--- config.mk ---
export PLATFORM = sky130hd
export DESIGN_NAME = clock_time_counter
export DESIGN_NICKNAME = d
export VERILOG_FILES = /design/src/rtl/clock_time_counter.sv
export SDC_FILE = /design/constraint.sdc
export NUM_CORES = 1
export LEC_CHECK = 0
export ABC_AREA = 1
export BUFFER_PORTS_ARGS = -buffer_cell sky130_fd_sc_hd__buf_4
export CAP_MARGIN = 25
export CORE_MARGIN = 5
export CORE_UTILIZATION = 30
export CTS_CLUSTER_DIAMETER = 30
export CTS_CLUSTER_SIZE = 16
export DETAILED_ROUTE_END_ITERATION = 7
export PLACE_DENSITY = 0.49
export REMOVE_ABC_BUFFERS = 1
export SLEW_MARGIN = 20
export SYNTH_ARGS = -nofsm -noshare
export SYNTH_HDL_FRONTEND = slang
export SYNTH_SLANG_ARGS = --single-unit
--- constraint.sdc ---
create_clock -name clk_in -period 1.9 [get_ports clk_in]
set_input_delay 0 -clock clk_in [delete_from_list [all_inputs] [get_ports clk_in]]
set_output_delay 0 -clock clk_in [all_outputs]
set_load 0.02 [all_outputs]
--- src/rtl/clock_time_counter.sv ---
`default_nettype none
// ============================================================================
// Module   : clock_time_counter
// Purpose  : 24-hour BCD time-of-day counter (HH:MM:SS). Samples the 1 Hz
//            square wave from the clock divider in the clk_in domain, turns
//            each rising edge into one tick, and advances seconds, minutes
//            and hours. A three-state mode FSM (RUN / SET_HOUR / SET_MIN)
//            lets the user set the time from debounced button pulses.
// Ports    : clk_in      - system clock, all logic on its rising edge
//            rst_n       - asynchronous active-low reset
//            sec_clk     - 1 Hz square wave, asynchronous, treated as data
//            mode_pulse  - one-cycle pulse, advances the mode FSM
//            inc_pulse   - one-cycle pulse, increments the selected field
//            hour_bcd    - hours   {tens[7:4], units[3:0]}
//            min_bcd     - minutes {tens[7:4], units[3:0]}
//            sec_bcd     - seconds {tens[7:4], units[3:0]}
//            mode        - 0 RUN, 1 SET_HOUR, 2 SET_MIN
//            day_pulse   - one-cycle pulse after 23:59:59 -> 00:00:00
// Revision : 1.0 - initial release
// ============================================================================
module clock_time_counter #(
    parameter logic [7:0] INIT_HOUR = 8'h12,
    parameter logic [7:0] INIT_MIN  = 8'h00,
    parameter logic [7:0] INIT_SEC  = 8'h00
) (
    input  logic       clk_in,
    input  logic       rst_n,
    input  logic       sec_clk,
    input  logic       mode_pulse,
    input  logic       inc_pulse,
    output logic [7:0] hour_bcd,
    output logic [7:0] min_bcd,
    output logic [7:0] sec_bcd,
    output logic [1:0] mode,
    output logic       day_pulse
);

    typedef enum logic [1:0] {
        ST_RUN      = 2'd0,
        ST_SET_HOUR = 2'd1,
        ST_SET_MIN  = 2'd2
    } state_t;

    state_t     r_state;
    logic       r_s1;
    logic       r_s2;
    logic       r_s3;
    // Counts the first three edges after reset release. Until all three sync
    // stages hold post-reset samples, s3 still carries its reset zero and a
    // sec_clk that is already high would look like a rising edge.
    logic [1:0] r_warm;

    logic       w_tick;
    logic [7:0] w_sec_next;
    logic [7:0] w_min_next;
    logic [7:0] w_hour_next;
    logic       w_sec_wrap;
    logic       w_min_wrap;
    logic       w_hour_wrap;

    assign w_tick = r_s2 & ~r_s3 & (r_warm == 2'd3);
    assign mode   = r_state;

    // BCD successors of each field; full 8-bit compares on the wrap values
    // so an out-of-range digit can never be produced.
    always_comb begin
        w_sec_wrap  = (sec_bcd  == 8'h59);
        w_min_wrap  = (min_bcd  == 8'h59);
        w_hour_wrap = (hour_bcd == 8'h23);

        if (w_sec_wrap)
            w_sec_next = 8'h00;
        else if (sec_bcd[3:0] == 4'h9)
            w_sec_next = {sec_bcd[7:4] + 4'h1, 4'h0};
        else
            w_sec_next = {sec_bcd[7:4], sec_bcd[3:0] + 4'h1};

        if (w_min_wrap)
            w_min_next = 8'h00;
        else if (min_bcd[3:0] == 4'h9)
            w_min_next = {min_bcd[7:4] + 4'h1, 4'h0};
        else
            w_min_next = {min_bcd[7:4], min_bcd[3:0] + 4'h1};

        if (w_hour_wrap)
            w_hour_next = 8'h00;
        else if (hour_bcd[3:0] == 4'h9)
            w_hour_next = {hour_bcd[7:4] + 4'h1, 4'h0};
        else
            w_hour_next = {hour_bcd[7:4], hour_bcd[3:0] + 4'h1};
    end

    always_ff @(posedge clk_in or negedge rst_n) begin
        if (!rst_n) begin
            r_state   <= ST_RUN;
            r_s1      <= 1'b0;
            r_s2      <= 1'b0;
            r_s3      <= 1'b0;
            r_warm    <= 2'd0;
            hour_bcd  <= INIT_HOUR;
            min_bcd   <= INIT_MIN;
            sec_bcd   <= INIT_SEC;
            day_pulse <= 1'b0;
        end else begin
            r_s1      <= sec_clk;
            r_s2      <= r_s1;
            r_s3      <= r_s2;
            day_pulse <= 1'b0;
            if (r_warm != 2'd3)
                r_warm <= r_warm + 2'd1;

            case (r_state)
                ST_RUN: begin
                    // A tick and a mode change in the same cycle both apply.
                    if (w_tick) begin
                        sec_bcd <= w_sec_next;
                        if (w_sec_wrap) begin
                            min_bcd <= w_min_next;
                            if (w_min_wrap) begin
                                hour_bcd <= w_hour_next;
                                if (w_hour_wrap)
                                    day_pulse <= 1'b1;
                            end
                        end
                    end
                    if (mode_pulse)
                        r_state <= ST_SET_HOUR;
                end
                ST_SET_HOUR: begin
                    if (mode_pulse)
                        r_state <= ST_SET_MIN;
                    else if (inc_pulse)
                        hour_bcd <= w_hour_next;
                end
                ST_SET_MIN: begin
                    // Leaving set mode restarts the minute from zero seconds.
                    if (mode_pulse) begin
                        r_state <= ST_RUN;
                        sec_bcd <= 8'h00;
                    end else if (inc_pulse) begin
                        min_bcd <= w_min_next;
                    end
                end
                default: r_state <= ST_RUN;
            endcase
        end
    end

endmodule
`default_nettype wire
==> impl_metrics.csv <==
group,metric,value,unit
outcome,status,"finished, final reports clean",
timing,hold_slack,0.196,ns
global_routing,grt_pass1_vias,1502,
clock_tree,postCtsSetupRepairBufs,0,
yosys,synthDistinctLibCells,28,
run,drv_cap,0,
layout,antenna_cells,0,
clock_tree,path_clk_slew,0.07,ns
worst_setup_path,reg2regPathDepth,10,
yosys,ys_ff_latch,32,
layout,instances_no_fill,354,
timing,fin_ws,0.244,ns
routing,drc_errors,0,
yosys,ys_seq_area_frac,0.425,
global_routing,grt_pass1_wl,6.93,mm
worst_setup_path,crit_top_cell,"nand2_1",
worst_setup_path,endpoint_kind,"flop",
worst_setup_path,cp_slowest_cell,"dfstp_2",
floorplan,initial_core_util,0.303,
timing,period_needed,1.66,ns
worst_setup_path,reg2reg_slack,0.24,ns
placed_design,place_inst,343,
timing,tns,0,ns
timing,rsz0062_at_grt,"no",
hold_path,hold_class,"in2async",
global_routing,grtUsageTotal,0.110,
pwr,power_density,1250,mW/mm2
timing,fmaxAchievable,604,MHz
routing,firstDrtPassIters,4,
pwr,leakage,1.19,nW
layout,nNetsFinal,292,
layout,final_core_util,0.378,
timing,finalSetupViolations,0,
yosys,synth.avg_cell_area,8.12,um2
clock_tree,clkLatencyLatePin,0.28,ns
timing,tightest_slew,0.422,ns
worst_setup_path,start_kind,"flop",
clock_tree,cts_tree,"built",
routing,wl_per_cell,11.2,um
timing,slew_viol_final,0,
floorplan,dieArea,0.00799,mm2
worst_setup_path,worst_ep_arrival_time,1.83,ns
clock_tree,cts_buffers,5,
timing,slew-limit-headroom,0.718,
floorplan,coreArea,0.00624,mm2
worst_setup_path,worst-setup-path-type,"reg2reg",
pwr,vdd_drop_max,0.000805,V
worst_setup_path,r2r-end,"hour_bcd[6]",
placed_design,dpl.hpwl,3.05,mm
worst_setup_path,path_delay_family,"simple AND/OR/NAND/NOR gates",
placed_design,io_buffers,31,
worst_setup_path,worst_path_largest_cell_delay,0.56,ns
yosys,postSynthCellCount,233,
routing,wl,3.97,mm
yosys,synth_area,0.00189,mm2
worst_setup_path,required,2.08,ns
timing,fin_crit_sh,0.872,
worst_setup_path,cp_cell_sequence,"ha_1, inv_1, nor2_1, nand3_1, nand2_1, inv_1, nor2_1, nand2_1, nand2_1, nand2_1",
clock_tree,cts_htree_levels,2,
routing,vias,1551,
worst_setup_path,critPathBufInv,2,
floorplan,fp.dieH,89.4,um
layout,layout-area-overhead-vs-synth,24.7,%
global_routing,grt_max_degree,33,
global_routing,overflow,0,
clock_tree,cts.sinks,32,
worst_setup_path,crit_fanout,5,
routing,viasPerCell,4.38,
placed_design,place.gp.congestion,0.737,
timing,skew,0.00415,ns
clock_tree,cts_max_path_buffers,2,
placed_design,dp_slack,0.199,ns
layout,drive_above_1_share,0.249,
yosys,synth_warnings,0,
routing,drt_first_iter_violations,111,
global_routing,antenna_found_initial,0,
timing,hold_violations,0,
routing,antenna_left,0,
clock_tree,cts_root_buf,"clkbuf_8",
floorplan,fp-row-count,29,
floorplan,num_io_pins,32,
floorplan,die_w,89.4,um
worst_setup_path,reg2reg_from,"hour_bcd[1]",
cell families after synthesis:
kind of cell / Yosys count / share of synthesized area
xor+xnor: 8 / 0.0370
simple gates: 124 / 0.315
fa+ha+maj: 11 / 0.0728
flops: 32 / 0.425
buf+inv: 31 / 0.0615
compound gates: 26 / 0.0833
mux: 1 / 0.00595
cell usage after synthesis (all sizes together):
cell type,n,area [um2]
dfstp,2,52.6
nor3b,1,12.5
inv,31,116
nor3,3,15.0
xor2,6,52.6
or2,3,18.8
a21oi,11,66.3
nand4,1,6.26
nor2,36,183
and3,1,6.26
o22ai,2,12.5
dfrtp,30,751
nand2,57,244
mux2,1,11.3
o21bai,1,7.51
nand3,22,110
xnor2,2,17.5
ha,11,138
o21ai,12,71.3
how the worst max path moves through the flow:
| stage | endpoint | from | slack (ns) | cells past startpoint |
|---|---|---|---|---|
| finish | hour_bcd[6] | hour_bcd[1] | 0.24 | 10 |
| global placement | hour_bcd[6] | hour_bcd[1] | 0.19 | 10 |
| CTS | hour_bcd[6] | hour_bcd[1] | 0.19 | 10 |
| floorplan | hour_bcd[6] | min_bcd[0] | 0.33 | 10 |
| detailed placement | hour_bcd[5] | hour_bcd[1] | 0.20 | 10 |
| global route | hour_bcd[5] | hour_bcd[1] | 0.08 | 10 |
what timing repair did:
item,in CTS,in global routing
endpoints found under the hold margin,33,0
endpoints found under the setup margin,0,0
resized for setup,0,0
hold buffers,3,0
report_power, final:
group | total, mW | switching [mW] | internal [mW]
registers | 1.08 | 0.222 | 0.856
logic | 1.31 | 0.805 | 0.506
clock network | 0.549 | 0.260 | 0.289
total | 2.94 | 1.29 | 1.65
metal layers:
| layer | vias to the layer above | part of all wire | GRT usage |
|---|---|---|---|
| met5 | - | 0 | 0 |
| met4 | 0 | 0.0086 | 0.0325 |
| met3 | 4 | 0.051 | 0.0313 |
| met2 | 27 | 0.46 | 0.174 |
| met1 | 698 | 0.48 | 0.146 |
| li1 | 822 | - | - |
worst reg2reg max path, cell delays in order (launching register included):
cell and delay, ns:
dfstp_2 0.56, ha_1 0.14, inv_1 0.05, nor2_1 0.12
nand3_1 0.12, nand2_1 0.16, inv_1 0.06, nor2_1 0.10
nand2_1 0.12, nand2_1 0.08, nand2_1 0.04
registers in the layout (all words and copies together), names as in the netlist:
register and cells:
hour_bcd 8, min_bcd 8, sec_bcd 8, mode 2, r_warm 2, day_pulse 1
r_s1 1, r_s2 1, r_s3 1
stage by stage:
stage | power (mW) | instance area, um2
after floorplan | 1.96 | 1890
after CTS | 2.99 | 2360
after global routing | 3.21 | 2360
final | 2.94 | 2360
after global placement | 2.42 | 2240
after detailed placement | 2.42 | 2240
layout make-up:
| cell class | instances | area, um2 |
|---|---|---|
| clock buffers | 6 | 82.6 |
| clock inverters | 2 | 10.0 |
| well taps | 77 | 96.3 |
| multi-input cells | 170 | 972 |
| inverters | 31 | 116 |
| repair buffers | 36 | 278 |
| flip-flops and latches | 32 | 803 |
| fillers | 678 | 3880 |
cell usage in the layout (no fill, tap or decap), types with 2 or more instances in the layout:
cell / count
a21oi_1: 10
buf_4: 33
clkbuf_8: 6
clkinv_2: 2
dfrtp_1: 30
dfstp_2: 2
dlygate4sd3_1: 3
ha_1: 11
inv_1: 28
inv_2: 3
nand2_1: 51
nand2_2: 3
nand2_4: 3
nand3_1: 22
nor2_1: 27
nor2_2: 4
nor2_4: 5
nor3_1: 3
o21ai_0: 6
o21ai_1: 3
o21ai_2: 3
o22ai_1: 2
or2_2: 2
xnor2_1: 2
xor2_1: 6
No activity file was read; power rests on OpenSTA's default activity.
